[config.mk]
export PLATFORM = sky130hd
export DESIGN_NAME = bmem_arbiter
export DESIGN_NICKNAME = d
export VERILOG_FILES = /design/src/rtl/bmem_arbiter.sv
export SDC_FILE = /design/constraint.sdc
export NUM_CORES = 1
export LEC_CHECK = 0
export CAP_MARGIN = 10
export CORE_MARGIN = 5
export CORE_UTILIZATION = 28
export DETAILED_ROUTE_END_ITERATION = 10
export MAX_ROUTING_LAYER = met4
export PLACE_DENSITY = 0.87
export SYNTH_ARGS = -nofsm -noshare
export SYNTH_HDL_FRONTEND = slang
export SYNTH_SLANG_ARGS = --single-unit
[constraint.sdc]
create_clock -name clk -period 3.5 [get_ports clk]
set_clock_uncertainty 0.15 [all_clocks]
set_input_delay 0.35 -clock clk [delete_from_list [all_inputs] [get_ports clk]]
set_output_delay 0.35 -clock clk [all_outputs]
set_load 0.02 [all_outputs]
[src/rtl/bmem_arbiter.sv]
// rtl/bmem_arbiter.sv - B-memory zero-init controller and two-requester round-robin arbiter
module bmem_arbiter #(
    parameter int DEPTH = 10,
    parameter int AW    = 4,
    parameter int DW    = 32
) (
    input  logic            clk,
    input  logic            rst,
    input  logic            clr,
    output logic            init_done,
    input  logic [1:0]      req_valid,
    output logic [1:0]      req_ready,
    input  logic [1:0]      req_we,
    input  logic [2*AW-1:0] req_addr,
    input  logic [2*DW-1:0] req_wdata,
    output logic [1:0]      rsp_valid,
    output logic            rsp_err,
    output logic [DW-1:0]   rsp_data,
    output logic            mem_en,
    output logic            mem_we,
    output logic [AW-1:0]   mem_addr,
    output logic [DW-1:0]   mem_wdata,
    input  logic [DW-1:0]   mem_rdata
);

    typedef enum logic {INIT, RUN} state_t;

    localparam logic [AW:0]   DEPTH_W   = (AW+1)'(DEPTH);
    localparam logic [AW-1:0] LAST_ADDR = AW'(DEPTH - 1);

    state_t        state, state_next;
    logic [AW-1:0] cnt, cnt_next;
    logic          prio, prio_next;
    logic          rd_pending;

    logic          win;
    logic          win_we;
    logic [AW-1:0] win_addr;
    logic [DW-1:0] win_wdata;
    logic          win_in_range;
    logic          accept;

    always_comb begin
        win          = (req_valid == 2'b11) ? prio : req_valid[1];
        win_we       = win ? req_we[1] : req_we[0];
        win_addr     = win ? req_addr[2*AW-1:AW] : req_addr[AW-1:0];
        win_wdata    = win ? req_wdata[2*DW-1:DW] : req_wdata[DW-1:0];
        win_in_range = ({1'b0, win_addr} < DEPTH_W);
    end

    // The reset cycle already presents INIT behaviour: zero-write to address 0, nothing granted.
    always_comb begin
        state_next = state;
        cnt_next   = cnt;
        prio_next  = prio;
        accept     = 1'b0;
        init_done  = 1'b0;
        req_ready  = 2'b00;
        mem_en     = 1'b0;
        mem_we     = 1'b0;
        mem_addr   = '0;
        mem_wdata  = '0;
        if (rst) begin
            mem_en = 1'b1;
            mem_we = 1'b1;
        end else if (state == INIT) begin
            mem_en   = 1'b1;
            mem_we   = 1'b1;
            mem_addr = cnt;
            if (cnt == LAST_ADDR) begin
                state_next = RUN;
                cnt_next   = '0;
            end else begin
                cnt_next = cnt + AW'(1);
            end
        end else begin
            init_done = 1'b1;
            if (clr) begin
                state_next = INIT;
                cnt_next   = '0;
            end else if (req_valid != 2'b00) begin
                accept    = 1'b1;
                req_ready = win ? 2'b10 : 2'b01;
                prio_next = ~win;
                if (win_in_range) begin
                    mem_en    = 1'b1;
                    mem_we    = win_we;
                    mem_addr  = win_addr;
                    mem_wdata = win_wdata;
                end
            end
        end
    end

    always_ff @(posedge clk) begin
        if (rst) begin
            state      <= INIT;
            cnt        <= '0;
            prio       <= 1'b0;
            rsp_valid  <= 2'b00;
            rsp_err    <= 1'b0;
            rd_pending <= 1'b0;
        end else begin
            state      <= state_next;
            cnt        <= cnt_next;
            prio       <= prio_next;
            rsp_valid  <= accept ? (win ? 2'b10 : 2'b01) : 2'b00;
            rsp_err    <= accept & ~win_in_range;
            rd_pending <= accept & win_in_range & ~win_we;
        end
    end

    // Read data arrives from the macro in the response cycle, so it is steered rather than re-registered.
    assign rsp_data = rd_pending ? mem_rdata : '0;

endmodule

==> impl_metrics.env, run 1 <==
export IMPL_max_slew_margin=0.5264
export IMPL_p_leak_nw=1.195
export IMPL_cts_tree="yes"
export IMPL_yosysSeqAreaShare=0.1358
export IMPL_finalCritPeriodShare=0.9139
export IMPL_status="finished, final reports clean"
export IMPL_grt_usage=0.1905
export IMPL_synth_edf_count=0
export IMPL_yosysTopAreaCell="a22oi_2"
export IMPL_holdBufCountCts=0
export IMPL_met3_length_um=761
export IMPL_worstPathRequired_ns=3.00
export IMPL_critical_path_max_fanout=19
export IMPL_regToRegSetupSlack_ns=1.96
export IMPL_hpwlAfterDp_um=5924
export IMPL_tns_ns=0
export IMPL_synth_avg_cell_area_sq_um=7.840
export IMPL_grt_max_degree=34
export IMPL_drc_errors=0
export IMPL_dr_pass1_iters=4
export IMPL_finalHoldViolations=0
export IMPL_area_delta_synth_final_pct=130.5
export IMPL_synth_top_flop_cell="dfxtp_1"
export IMPL_initialDrtViolationCount=43
export IMPL_grt_overflow_total=0
export IMPL_fin_cells=435
export IMPL_rsz0062_at_grt="false"
export IMPL_grt_first_pass_wirelength_um=10010
export IMPL_vias_per_cell=4.717
export IMPL_cts_root_buf="clkbuf_8"
export IMPL_worstMarginPinSlew_ns=0.7094
export IMPL_fill_cells=437
export IMPL_yosys_warnings=0
export IMPL_m1WireLength_um=2497
export IMPL_cts_sinks=10
export IMPL_ant_nets=0
export IMPL_routed_top_layer="met4"
export IMPL_synth_fp_nets=301
export IMPL_drive_gt1_frac=0.1288
export IMPL_cts_setup_buffers=0
export IMPL_wl_um=7009
export IMPL_startpoint_type="input pin"
export IMPL_dp_cells=432
export IMPL_avgRoutedWirePerCell_um=16.11
export IMPL_p_seq_frac=0.254
export IMPL_async_reset_ff_frac=0
export IMPL_diodes=0
export IMPL_place_area_sq_mm=0.003356
export IMPL_synth_cell_types=31
export IMPL_port_buffers=186
export IMPL_finalSetupViolCount=0
export IMPL_nets=480
export IMPL_arrival_ns=2.70
export IMPL_post_cts_resized_instances=0
export IMPL_fp_dieW_um=82.56
export IMPL_routed_wl_met2_um=3654
export IMPL_cts_made_buffers=3
export IMPL_finish_instance_area_sq_mm=0.003397
export IMPL_hp_class="reg2reg"
export IMPL_max_vdd_ir_drop_mv=0.2169
export IMPL_ys_seq_elements=10
export IMPL_clock_path_buffers=2
export IMPL_start_util=0.2886
export IMPL_cts_max_level=1
export IMPL_die_h_um=82.56
export IMPL_core_sq_mm=0.005107
export IMPL_finalCriticalPeriod_ns=3.199
export IMPL_worstSetupEndpointType="output port"
export IMPL_power_frac_comb=0.500
export IMPL_slew_violations=0
export IMPL_synthTopCellsByArea="a22oi_2, and2_1, dfxtp_1"
export IMPL_p_sw_frac=0.2602
export IMPL_antenna_found_initial=0
export IMPL_syn_inst=188
export IMPL_worstSkewPairLatency_ns=0.23
export IMPL_grt_pass1_vias=2042
export IMPL_die_area_sq_mm=0.006815
export IMPL_clk_pin_slew_ns=0.05
export IMPL_fmax_mhz=312.6
export IMPL_clockPowerShare=0.246
export IMPL_synth_top_area_frac=0.2547
export IMPL_ioPinCount=187
export IMPL_syn_area_sq_mm=0.001474
export IMPL_cap_violations=0
export IMPL_switching_power_w=0.0001240
export IMPL_intPower_w=0.0003526
export IMPL_powerDensity_mw_per_mm2=140.3
export IMPL_gp_congestion=0.8429
export IMPL_num_vias=2052
export IMPL_rows=26
export IMPL_criticalPathCategory="in2out"
worst paths after layout:
check                                endpoint          from  cells after the start
worst max-delay path            mem_wdata[26]  req_valid[0]                      7
worst min-delay path                   cnt[2]        cnt[2]                      2
worst min register to register         cnt[2]        cnt[2]                      2
worst max register to register         cnt[3]        cnt[1]                      6
cells in the final DEF, fill, tap and decap left out, types with 2 or more instances in the layout:
cell,n
dfxtp_1,10
o21ai_0,5
nor2_1,42
buf_12,2
clkbuf_8,3
clkdlybuf4s50_1,186
nand2b_1,3
nand2_1,7
nor3_1,3
ha_1,2
buf_4,4
o31ai_2,2
nor2b_1,5
and2_1,32
a22oi_1,3
a21oi_1,5
nand3_1,3
nand3b_1,2
mux2i_1,3
a22oi_2,30
flip-flops by register name (all words and copies together) (netlist names):
name	count
cnt	4
rsp_valid	2
prio	1
rd_pending	1
rsp_err	1
state	1
kinds of logic after synthesis:
| kind of cell | share of synthesized area |
|---|---|
| adders and majority gates | 0.01698 |
| AOI/OAI and AO/OA | 0.3625 |
| and+or+nand+nor | 0.3472 |
| muxes | 0.03820 |
| DFF | 0.1358 |
| buffers and inverters | 0.09932 |
synthesized netlist by cell type (all sizes together) (2+ instances only):
cell type  count
nor2b          5
nand2          8
and3           2
a21oi          5
buf           13
a22oi         33
o21ai          7
mux2           2
mux2i          3
nand3          3
dfxtp         10
nand3b         2
and2          32
clkbuf         5
o31ai          2
ha             2
nor3           3
nor2          42
nand2b         3
layer usage:
layer	vias up	global-route usage
met4	0	0.03431
li1	1011	-
met2	112	0.3622
met1	919	0.1982
met5	-	-
met3	10	0.04881
metrics by stage:
step,hold WS (ns),utilization,setup slack [ns],total power [W]
3_3_place_gp,0.3481,0.6570,0.3688,0.0003568
3_5_place_dp,0.3601,0.6570,0.3020,0.0003623
5_1_grt,0.4248,0.6651,0.1669,0.0004994
2_1_floorplan,0.3211,-,1.580,0.0002189
4_1_cts,0.3708,0.6651,0.2981,0.0004792
6_report,0.3733,0.6651,0.3013,0.0004766
worst max-delay path: stages:
cell             delay (ns)
clkdlybuf4s50_1        0.49
nand2b_1               0.36
and3_2                 0.49
buf_12                 0.22
a22oi_1                0.09
nor2_1                 0.09
clkdlybuf4s50_1        0.60
power by group through the flow:
stage	logic, W	clock network, W	registers, W
global placement	0.000234	0	0.000123
finish	0.000239	0.000117	0.000121
CTS	0.000240	0.000118	0.000121
global route	0.000255	0.000123	0.000122
floorplan	0.0000967	0	0.000122
detailed placement	0.000239	0	0.000123
cell type report:
type | instances | area [sq um] | share of cell area
multi-input combinational | 159 | 1132 | 0.3333
timing repair buffer | 192 | 1932 | 0.5687
sequential | 10 | 200.2 | 0.05893
tap | 70 | 87.58 | 0.02578
inverter | 1 | 3.754 | 0.001105
clock buffer | 3 | 41.29 | 0.01215
(Power assumes the default switching activity.)
==> run 2: changes to the inputs <==
--- a/config.mk
+++ b/config.mk
@@ -5,12 +5,13 @@
 export SDC_FILE = /design/constraint.sdc
 export NUM_CORES = 1
 export LEC_CHECK = 0
+export ABC_AREA = 1
 export CAP_MARGIN = 10
 export CORE_MARGIN = 5
 export CORE_UTILIZATION = 28
 export DETAILED_ROUTE_END_ITERATION = 10
 export MAX_ROUTING_LAYER = met4
-export PLACE_DENSITY = 0.87
+export PLACE_DENSITY = 0.88
 export SYNTH_ARGS = -nofsm -noshare
 export SYNTH_HDL_FRONTEND = slang
 export SYNTH_SLANG_ARGS = --single-unit
==> run 2 against run 1 <==
Effect of this change: die area down 1.7%; register-to-register slack worse by 0.10 ns; routed wire length up 0.34%; synthesized cell count up 41%; combinational power down 15%; non-clock buffer count down 4; global-route usage down 0.17 points; core utilization up 0.20 points; worst hold slack worse by 0.039 ns; clock power up 23%; highest routed layer unchanged.
==> impl_metrics.env, run 2 <==
export IMPL_synth_edf_count=0
export IMPL_port_buffers=186
export IMPL_avgRoutedWirePerCell_um=13.71
export IMPL_die_area_sq_mm=0.006698
export IMPL_fin_cells=513
export IMPL_syn_area_sq_mm=0.001445
export IMPL_p_leak_nw=1.523
export IMPL_synth_top_area_frac=0.2987
export IMPL_fmax_mhz=320.3
export IMPL_async_reset_ff_frac=0
export IMPL_drive_gt1_frac=0.1038
export IMPL_grt_overflow_total=0
export IMPL_wl_um=7033
export IMPL_synth_most_common_cell="nand2_1"
export IMPL_layout_common_cells="clkdlybuf4s50_1, nand2_1, inv_1"
export IMPL_cap_violations=0
export IMPL_yosysSeqAreaShare=0.1385
export IMPL_synth_top_flop_cell="dfxtp_1"
export IMPL_cts_made_buffers=3
export IMPL_yosysTopAreaCell="nand2_1"
export IMPL_synth_fp_nets=378
export IMPL_finalCriticalPeriod_ns=3.122
export IMPL_finalCritPeriodShare=0.8919
export IMPL_holdBufCountCts=0
export IMPL_hold_slack_ns=0.3346
export IMPL_arrival_ns=2.62
export IMPL_slew_violations=0
export IMPL_drc_errors=0
export IMPL_synth_avg_cell_area_sq_um=5.453
export IMPL_worstSetupEndpointType="output port"
export IMPL_worstMarginPinSlew_ns=0.9786
export IMPL_start_util=0.2848
export IMPL_cts_tree="yes"
export IMPL_cts_root_buf="clkbuf_8"
export IMPL_antenna_found_initial=0
export IMPL_syn_inst=265
export IMPL_worstPathRequired_ns=3.00
export IMPL_synthTopCellsByCount="nand2_1, inv_1, a21oi_2, nor2_1, dfxtp_1"
export IMPL_status="finished, final reports clean"
export IMPL_layout_commonest_cell="clkdlybuf4s50_1"
export IMPL_largest_reg_flops=4
export IMPL_hpwlAfterDp_um=5902
export IMPL_vias_per_cell=4.472
export IMPL_dr_pass1_iters=4
export IMPL_cts_setup_buffers=0
export IMPL_max_vdd_ir_drop_mv=0.1263
export IMPL_max_slew_margin=0.3467
export IMPL_hp_class="reg2reg"
export IMPL_top_register="cnt"
export IMPL_nets=557
export IMPL_ys_seq_elements=10
export IMPL_finalSetupViolCount=0
export IMPL_clk_pin_slew_ns=0.05
export IMPL_yosys_warnings=0
export IMPL_criticalPathCategory="in2out"
export IMPL_grt_pass1_vias=2140
export IMPL_grt_usage=0.1888
export IMPL_tns_ns=0
export IMPL_gp_congestion=0.9366
export IMPL_ioPinCount=187
export IMPL_area_delta_synth_final_pct=134.3
export IMPL_ant_nets=0
export IMPL_synth_cell_types=24
export IMPL_cts_sinks=10
export IMPL_startpoint_type="input pin"
export IMPL_post_cts_resized_instances=0
export IMPL_synthTopCellsByArea="nand2_1, a21oi_2, dfxtp_1"
export IMPL_num_vias=2294
export IMPL_die_h_um=81.84
export IMPL_rows=26
export IMPL_clock_path_buffers=2
export IMPL_grt_first_pass_wirelength_um=9625
export IMPL_fp_dieW_um=81.84
export IMPL_dp_cells=509
export IMPL_powerDensity_mw_per_mm2=138.9
export IMPL_finalHoldViolations=0
export IMPL_cts_max_level=1
export IMPL_core_sq_mm=0.005075
export IMPL_worstSkewPairLatency_ns=0.24
export IMPL_reg_largest_list="cnt (4), rsp_valid (2)"
export IMPL_initialDrtViolationCount=40
export IMPL_diodes=0
export IMPL_grt_max_degree=35
export IMPL_rsz0062_at_grt="false"
export IMPL_critical_path_max_fanout=33
-- run 2: changes by cell type after synthesis, moves of 29 or more --
cell and delta:
inv_1 +45, and2_1 -32, nor2_1 -30, nand2_1 +108
a21oi_2 +29, a22oi_2 -30
-- run 2: path summary, 6_finish.rpt --
kind | start | endpoint | slack [ns] | cells after the start
hold / removal | prio | prio | 0.33 | 2
hold reg to reg | prio | prio | 0.33 | 2
setup / recovery | req_valid[0] | mem_wdata[27] | 0.38 | 10
setup reg to reg | prio | rd_pending | 1.86 | 9
-- run 2: layer usage --
metal  GRT usage  wire (um)  vias to the layer above
met5           -          0                        -
met4     0.06977        157                        0
met3     0.05702        950                       15
met2      0.3489       3483                      142
met1      0.1847       2442                      985
li1            -          -                     1152
-- run 2: worst max-delay path, cell delays in order --
cell	delay, ns
clkdlybuf4s50_1	0.51
nand2_2	0.10
nand2_4	0.14
nand2_1	0.07
nand2_1	0.08
nand2_1	0.07
nand2_2	0.12
nand2_4	0.30
a21oi_1	0.24
clkdlybuf4s50_1	0.63
-- run 2: cell families after synthesis --
group,synth area share
and+or+nand+nor,0.4095
DFF,0.1385
adders and majority gates,0.01731
buffers and inverters,0.1766
xor gates and xnor gates,0.01212
AOI/OAI and AO/OA,0.2459
-- run 2: power breakdown --
part	switching, W	internal [W]
sequential	0.00000484	0.000117
clock	0.0000454	0.0000989
combinational	0.0000727	0.000131
total	0.000123	0.000347
-- run 2: layout make-up --
class | instances | area, sq um
inverters | 47 | 176.4
multi-input cells | 194 | 989.7
repair buffers | 188 | 1877
fillers | 429 | 1689
flip-flops and latches | 10 | 200.2
well taps | 70 | 87.58
clock buffers | 4 | 55.05
-- run 2: per-stage QoR --
step	setup WS (ns)	utilization	cell area, sq um	power (W)
finish	0.3783	0.6672	3386	0.0004702
global route	0.2119	0.6672	3386	0.0004947
CTS	0.3609	0.6672	3386	0.0004734
detailed placement	0.3678	0.6563	3331	0.0003274
global placement	0.4327	0.6563	3331	0.0003238
floorplan	1.646	-	1445	0.0001862
==> run 3: changes to the inputs <==
--- a/config.mk
+++ b/config.mk
@@ -6,10 +6,11 @@
 export NUM_CORES = 1
 export LEC_CHECK = 0
 export ABC_AREA = 1
-export CAP_MARGIN = 10
+export CAP_MARGIN = 20
 export CORE_MARGIN = 5
 export CORE_UTILIZATION = 28
 export DETAILED_ROUTE_END_ITERATION = 10
+export HOLD_SLACK_MARGIN = 0.08
 export MAX_ROUTING_LAYER = met4
 export PLACE_DENSITY = 0.88
 export SYNTH_ARGS = -nofsm -noshare
==> results of run 3 <==
Same layout as run 2: the final DEF is identical, and so are final timing and power.
